### src/rtl/pong_pkg.sv
// Shared playfield geometry, object sizes and state encodings for the Pong renderer.
// Coordinates are 10 bits; wide_t adds a carry bit for comparisons that could overflow.
package pong_pkg;

  localparam int COORD_W = 10;
  typedef logic [COORD_W-1:0] coord_t;
  typedef logic [COORD_W:0]   wide_t;

  localparam coord_t H_ACTIVE     = 10'd640;
  localparam coord_t V_ACTIVE     = 10'd480;
  localparam coord_t PADDLE_X     = 10'd16;
  localparam coord_t PADDLE_W     = 10'd8;
  localparam coord_t PADDLE_H     = 10'd64;
  localparam coord_t PADDLE_SPEED = 10'd4;
  localparam coord_t BALL_SIZE    = 10'd8;
  localparam coord_t BALL_SPEED   = 10'd2;

  localparam int SERVE_FRAMES = 60;
  localparam int SERVE_W      = 6;
  typedef logic [SERVE_W-1:0] serve_cnt_t;
  localparam serve_cnt_t SERVE_LAST = serve_cnt_t'(SERVE_FRAMES - 1);

  localparam coord_t PADDLE_Y_MAX = V_ACTIVE - PADDLE_H;
  localparam coord_t PADDLE_Y_RST = PADDLE_Y_MAX >> 1;
  localparam coord_t BALL_X_RST   = (H_ACTIVE - BALL_SIZE) >> 1;
  localparam coord_t BALL_Y_RST   = (V_ACTIVE - BALL_SIZE) >> 1;
  localparam coord_t NET_X_LO     = 10'd319;
  localparam coord_t NET_X_HI     = 10'd320;

  typedef enum logic {SERVE = 1'b0, PLAY = 1'b1} state_t;
  // Negative direction is left / up, positive is right / down.
  typedef enum logic {DIR_NEG = 1'b0, DIR_POS = 1'b1} dir_t;

  function automatic wide_t widen(coord_t v);
    return {1'b0, v};
  endfunction

  function automatic logic inSpan(coord_t p, coord_t lo, coord_t len);
    return (widen(p) >= widen(lo)) && (widen(p) < widen(lo) + widen(len));
  endfunction

endpackage

### src/rtl/button_sync.sv
// Two-flop synchroniser bringing an asynchronous push-button into the pixel clock domain.
module button_sync (
  input  logic clk,
  input  logic reset,
  input  logic asyncIn,
  output logic syncOut
);

  logic meta;

  // NOTE: non-blocking assignments keep both flops sampling the pre-edge values, forming a true two-stage chain.
  always_ff @(posedge clk or posedge reset) begin
    if (reset) begin
      meta    <= 1'b0;
      syncOut <= 1'b0;
    end else begin
      meta    <= asyncIn;
      syncOut <= meta;
    end
  end

endmodule

### src/rtl/pong_frame_renderer.sv
// Pong playfield renderer: game state advances once per frame in vertical blanking,
// colour is registered for one clock and the syncs are delayed to match.
import pong_pkg::*;

module pong_frame_renderer (
  input  logic       clk,
  input  logic       reset,
  input  logic [9:0] counter_x,
  input  logic [9:0] counter_y,
  input  logic       in_display_area,
  input  logic       h_sync_in,
  input  logic       v_sync_in,
  input  logic       btn_up,
  input  logic       btn_down,
  output logic       vga_r,
  output logic       vga_g,
  output logic       vga_b,
  output logic       vga_h_sync,
  output logic       vga_v_sync,
  output logic [3:0] misses
);

  logic upSync, downSync;

  button_sync upSyncInst   (.clk(clk), .reset(reset), .asyncIn(btn_up),   .syncOut(upSync));
  button_sync downSyncInst (.clk(clk), .reset(reset), .asyncIn(btn_down), .syncOut(downSync));

  state_t     state, stateNext;
  serve_cnt_t serveCnt, serveCntNext;
  coord_t     paddleY, paddleYNext;
  coord_t     ballX, ballXNext, ballY, ballYNext;
  dir_t       dirX, dirXNext, dirY, dirYNext;
  logic [3:0] missesNext;
  logic [2:0] pixelRgb, rgbQ;

  logic  frameTick;
  logic  missHit, paddleHit, rightHit, topHit, bottomHit;
  wide_t padUp, padDown;

  assign frameTick = (counter_x == '0) && (counter_y == V_ACTIVE);

  assign missHit   = (dirX == DIR_NEG) && (ballX <= BALL_SPEED);
  assign paddleHit = (dirX == DIR_NEG)
                  && (ballX >= PADDLE_X + PADDLE_W - BALL_SPEED)
                  && (ballX <= PADDLE_X + PADDLE_W)
                  && (widen(ballY) + widen(BALL_SIZE) > widen(paddleY))
                  && (widen(ballY) < widen(paddleY) + widen(PADDLE_H));
  assign rightHit  = (dirX == DIR_POS)
                  && (widen(ballX) + widen(BALL_SIZE) >= widen(H_ACTIVE - BALL_SPEED));
  assign topHit    = (dirY == DIR_NEG) && (ballY <= BALL_SPEED);
  assign bottomHit = (dirY == DIR_POS)
                  && (widen(ballY) + widen(BALL_SIZE) >= widen(V_ACTIVE - BALL_SPEED));

  // Carry bit of padUp flags an underflow past the top edge.
  assign padUp   = widen(paddleY) - widen(PADDLE_SPEED);
  assign padDown = widen(paddleY) + widen(PADDLE_SPEED);

  // NOTE: every output of this block gets a default first, so no path leaves one unassigned and no latch is inferred.
  always_comb begin
    paddleYNext  = paddleY;
    stateNext    = state;
    serveCntNext = serveCnt;
    ballXNext    = ballX;
    ballYNext    = ballY;
    dirXNext     = dirX;
    dirYNext     = dirY;
    missesNext   = misses;

    if (frameTick) begin
      if (upSync && !downSync) begin
        paddleYNext = padUp[COORD_W] ? '0 : padUp[COORD_W-1:0];
      end else if (downSync && !upSync) begin
        paddleYNext = (padDown > widen(PADDLE_Y_MAX)) ? PADDLE_Y_MAX : padDown[COORD_W-1:0];
      end

      if (state == SERVE) begin
        if (serveCnt == SERVE_LAST) begin
          serveCntNext = '0;
          stateNext    = PLAY;
        end else begin
          serveCntNext = serveCnt + serve_cnt_t'(1);
        end
      end else begin
        if (missHit) begin
          missesNext = misses + 4'd1;
          ballXNext  = BALL_X_RST;
          ballYNext  = BALL_Y_RST;
          dirXNext   = DIR_POS;
          stateNext  = SERVE;
        end else if (paddleHit) begin
          dirXNext = DIR_POS;
        end else if (rightHit) begin
          dirXNext = DIR_NEG;
        end

        if (topHit) begin
          dirYNext = DIR_POS;
        end else if (bottomHit) begin
          dirYNext = DIR_NEG;
        end

        if (!missHit) begin
          ballXNext = (dirXNext == DIR_POS) ? ballX + BALL_SPEED : ballX - BALL_SPEED;
          ballYNext = (dirYNext == DIR_POS) ? ballY + BALL_SPEED : ballY - BALL_SPEED;
        end
      end
    end
  end

  always_ff @(posedge clk or posedge reset) begin
    if (reset) begin
      state    <= SERVE;
      serveCnt <= '0;
      paddleY  <= PADDLE_Y_RST;
      ballX    <= BALL_X_RST;
      ballY    <= BALL_Y_RST;
      dirX     <= DIR_POS;
      dirY     <= DIR_POS;
      misses   <= '0;
    end else begin
      state    <= stateNext;
      serveCnt <= serveCntNext;
      paddleY  <= paddleYNext;
      ballX    <= ballXNext;
      ballY    <= ballYNext;
      dirX     <= dirXNext;
      dirY     <= dirYNext;
      misses   <= missesNext;
    end
  end

  // Drawing priority: ball over paddle over centre net.
  always_comb begin
    pixelRgb = 3'b000;
    if (in_display_area) begin
      if (inSpan(counter_x, ballX, BALL_SIZE) && inSpan(counter_y, ballY, BALL_SIZE)) begin
        pixelRgb = 3'b111;
      end else if (inSpan(counter_x, PADDLE_X, PADDLE_W) && inSpan(counter_y, paddleY, PADDLE_H)) begin
        pixelRgb = 3'b010;
      end else if ((counter_x == NET_X_LO || counter_x == NET_X_HI) && !counter_y[4]) begin
        pixelRgb = 3'b001;
      end
    end
  end

  always_ff @(posedge clk or posedge reset) begin
    if (reset) begin
      rgbQ       <= 3'b000;
      vga_h_sync <= 1'b1;
      vga_v_sync <= 1'b1;
    end else begin
      rgbQ       <= pixelRgb;
      vga_h_sync <= h_sync_in;
      vga_v_sync <= v_sync_in;
    end
  end

  assign {vga_r, vga_g, vga_b} = rgbQ;

endmodule

### config.mk
export PLATFORM = sky130hd
export DESIGN_NAME = pong_frame_renderer
export DESIGN_NICKNAME = d
export VERILOG_FILES = /design/src/rtl/pong_pkg.sv /design/src/rtl/button_sync.sv /design/src/rtl/pong_frame_renderer.sv
export SDC_FILE = /design/constraint.sdc
export NUM_CORES = 1
export LEC_CHECK = 0
export ABC_AREA = 1
export BUFFER_PORTS_ARGS = -buffer_cell sky130_fd_sc_hd__buf_4
export CORE_UTILIZATION = 56
export CTS_CLUSTER_SIZE = 24
export DETAILED_ROUTE_END_ITERATION = 10
export PLACE_DENSITY = 0.88
export SYNTH_ARGS = -nofsm -noshare
export SYNTH_HDL_FRONTEND = slang
export SYNTH_HIERARCHICAL = 1
export SYNTH_SLANG_ARGS = --single-unit
### constraint.sdc
create_clock -name clk -period 2.2 [get_ports clk]
set_input_delay 0.44 -clock clk [delete_from_list [all_inputs] [get_ports clk]]
set_output_delay 0.44 -clock clk [all_outputs]
set_load 0.005 [all_outputs]
==> impl_metrics.json <==
{
  "setup_viol": 18,
  "p_total_uw": 1710,
  "num_vias": 5663,
  "synth-seq-cells": 48,
  "fin_crit_ns": 2.57,
  "synth_edf_count": 0,
  "post-route-period-util_pct": 117,
  "drv_slew": 0,
  "crit_type": "reg -> reg",
  "yosysSeqAreaShare_pct": 23.3,
  "path_cells": "buf_4, nand3_4, xor2_2, inv_1, ha_1, nand2_2, inv_1, nand3_2, nor2_1, nand2_1, nand2_2, nand2_4, nand3_4, nand2_1, nand2_1, nand2_1, nand2_1",
  "peakVddDrop_uv": 259,
  "antenna_left": 0,
  "die_height_um": 98.8,
  "power_density_nw_per_um2": 255,
  "io_pins": 36,
  "status": "finished, violations left",
  "yosysWarnings": 6,
  "yosys.area.top_type": "ha_1",
  "grt_pass1_wl_um": 24900,
  "antenna_found_initial": 0,
  "synth_area_sq_um": 5250,
  "r2r_cells": 17,
  "crit_path_max_fanout": 5,
  "layout_commonest_cell": "nand2_1",
  "drt_wl_total_um": 16200,
  "clkLatencyLatePin_ns": 0.32,
  "yosysTopAreaCellShare_pct": 18.8,
  "tightestPinTransition_ns": 0.383,
  "worstHoldStart": "btn_up",
  "holdPathEnd": "upSyncInst/meta$_DFF_PP0_",
  "place.gp.congestion": 0.972,
  "grt_max_degree": 34,
  "p_leak_uw": 0.00347,
  "drv_cap": 0,
  "drtPass1Iterations": 6,
  "die-area_sq_um": 9760,
  "setup_ws_ns": -0.366,
  "via_per_inst": 5.83,
  "ys.flop_type": "dfrtp_1",
  "core_sq_um": 8890,
  "diodes": 0,
  "std_cell_rows": 34,
  "overflow": 0,
  "rr_startpoint": "ballY[6]$_DFFE_PP1P_",
  "wl_per_cell_um": 16.6,
  "cts_tree": "done",
  "syn_nets": 849,
  "initial_core_util_pct": 59.0,
  "highest_layer": "met4",
  "cp.required_ns": 2.46,
  "relSlewSlack_pct": 74.2,
  "end_kind": "flop",
  "violations": "negative setup slack",
  "cts.path.max_buffers": 2,
  "drive_gt1_share_pct": 28.0,
  "reg2reg_slack_ns": -0.37,
  "drt-met1-wl_um": 6710,
  "fin_nets": 968,
  "clk_pin_slew_ns": 0.11,
  "numPortBuffers": 35,
  "clkSinkCount": 48,
  "cpPeakStageDelay_ns": 0.62,
  "grt_pass1_vias": 5440,
  "rsz0062_at_grt": "yes",
  "synthArstFlopShare_pct": 100,
  "cts-buffers-inserted": 5,
  "max_freq_ghz": 0.390,
  "h-tree-depth": 2,
  "gr-usage-all-layers_pct": 31.9,
  "wl_met3_um": 1240,
  "nFillCells": 650,
  "hold_path_depth": 1,
  "root_buffer": "clkbuf_8",
  "crit_arrival_ns": 2.83,
  "syn_avg_cell_area_sq_um": 7.06,
  "met2WireLength_um": 7610,
  "final_util_pct": 75.2,
  "syn_inst": 743,
  "synth_cell_types": 45,
  "place_hpwl_um": 12000,
  "die_w_um": 98.8,
  "crit_path_frequent_cell": "nand2_1",
  "finalHoldViolCount": 0,
  "synthTopCellsByArea": "ha_1, dfrtp_1, nand2_1",
  "most-common-layout-cells": "nand2_1, buf_4, inv_1, nor2_1, ha_1",
  "worstHoldPathType": "in -> reg",
  "skew_ns": 0.0110,
  "critPathLaunchType": "flop",
  "area_growth_syn_to_layout_pct": 27.4,
  "slowest_stage": "dfstp_2",
  "drc_errors": 0,
  "worstReg2RegEnd": "ballX[5]$_DFFE_PP1P_",
  "drt-initial-drc-count": 408
}
[sequential cells by signal, summed over array words and instances, names as in the netlist]
| register | cells |
|---|---|
| upSyncInst/meta | 1 |
| vga_v_sync | 1 |
| rgbQ | 3 |
| downSyncInst/meta | 1 |
| state | 1 |
| ballX | 9 |
| upSyncInst/syncOut | 1 |
| vga_h_sync | 1 |
| serveCnt | 6 |
| misses | 4 |
| paddleY | 8 |
| downSyncInst/syncOut | 1 |
| ballY | 9 |
| dirY | 1 |
| dirX | 1 |
[metrics by stage]
step | worst slack [ns] | std cells | TNS (ns) | area, sq um | hold WS, ns
after floorplan | -0.131 | 743 | -1.13 | 5270 | 0.181
after global placement | -0.186 | 946 | -1.75 | 6140 | 0.316
after CTS | -0.225 | 962 | -2.34 | 6350 | 0.222
after global routing | -0.478 | 971 | -5.84 | 6680 | 0.218
final | -0.366 | 971 | -3.76 | 6680 | 0.219
after detailed placement | -0.294 | 946 | -2.87 | 6140 | 0.326
[area by class of cell]
class / instances / area, sq um / area share (%)
Clock inverter: 3 / 25.0 / 0.374
Sequential cell: 48 / 1220 / 18.3
Clock buffer: 5 / 68.8 / 1.03
Timing Repair Buffer: 123 / 961 / 14.4
Tap cell: 108 / 135 / 2.02
Multi-Input combinational cell: 584 / 3890 / 58.3
Inverter: 100 / 378 / 5.65
[report_power, final]
| group | total [uW] | switching (uW) | internal, uW |
|---|---|---|---|
| registers | 893 | 2.29 | 891 |
| clock network | 591 | 358 | 233 |
| logic | 223 | 127 | 96.3 |
| total | 1710 | 487 | 1220 |
[metal layers]
layer	global-route usage, %	up-vias
li1	-	2684
met1	41.6	2622
met2	55.0	293
met3	4.33	64
met4	9.41	0
met5	0	-
[worst max-delay path, delay by kind of cell (launching register included)]
kind | cells | cell delay (ns)
AND/OR/NAND/NOR | 12 | 1.04
flip-flops | 1 | 0.62
buffers and inverters | 3 | 0.38
adder cells (fa/ha/maj) | 1 | 0.29
XOR/XNOR | 1 | 0.18
[cell families (layout without fill, tap and decap cells)]
group / after synthesis / in the layout / share of synthesized area [%]
compound gates: 87 / 87 / 9.06
mux: 1 / 1 / 0.286
fa+ha+maj: 79 / 79 / 18.8
simple gates: 375 / 377 / 33.0
buf+inv: 113 / 231 / 8.75
flops: 48 / 48 / 23.3
xor+xnor: 40 / 40 / 6.82
[cell usage after synthesis (8+ instances only)]
library cell  number
nor2_1            78
ha_1              79
xor2_1            35
dfrtp_1           31
inv_1             92
nand3_1           61
inv_2              8
dfstp_2           17
nand2_1          165
nand4_1           28
a21oi_1           39
o21ai_0           25
nand2_2            9
[worst max-delay path by stage]
stage	startpoint	end	slack, ns	cells after the start
2_1_floorplan	ballY[3]$_DFFE_PP1P_	ballX[6]$_DFFE_PP0P_	-0.13	16
3_3_place_gp	ballY[3]$_DFFE_PP1P_	ballX[6]$_DFFE_PP0P_	-0.19	16
3_5_place_dp	ballY[3]$_DFFE_PP1P_	ballX[5]$_DFFE_PP1P_	-0.29	16
4_1_cts	ballY[3]$_DFFE_PP1P_	ballX[7]$_DFFE_PP0P_	-0.22	16
5_1_grt	ballY[6]$_DFFE_PP1P_	ballX[9]$_DFFE_PP0P_	-0.48	18
6_report	ballY[6]$_DFFE_PP1P_	ballX[5]$_DFFE_PP1P_	-0.37	17
[repair_timing]
item	4_1_cts	5_1_grt
endpoints found under the setup margin	12	23
endpoints found under the hold margin	4	0
pin swaps	11	15
gates cloned	2	0
hold buffers	1	0
gates resized for setup	10	62
buffers inserted	5	10
Power figures use the tool's default switching activity.
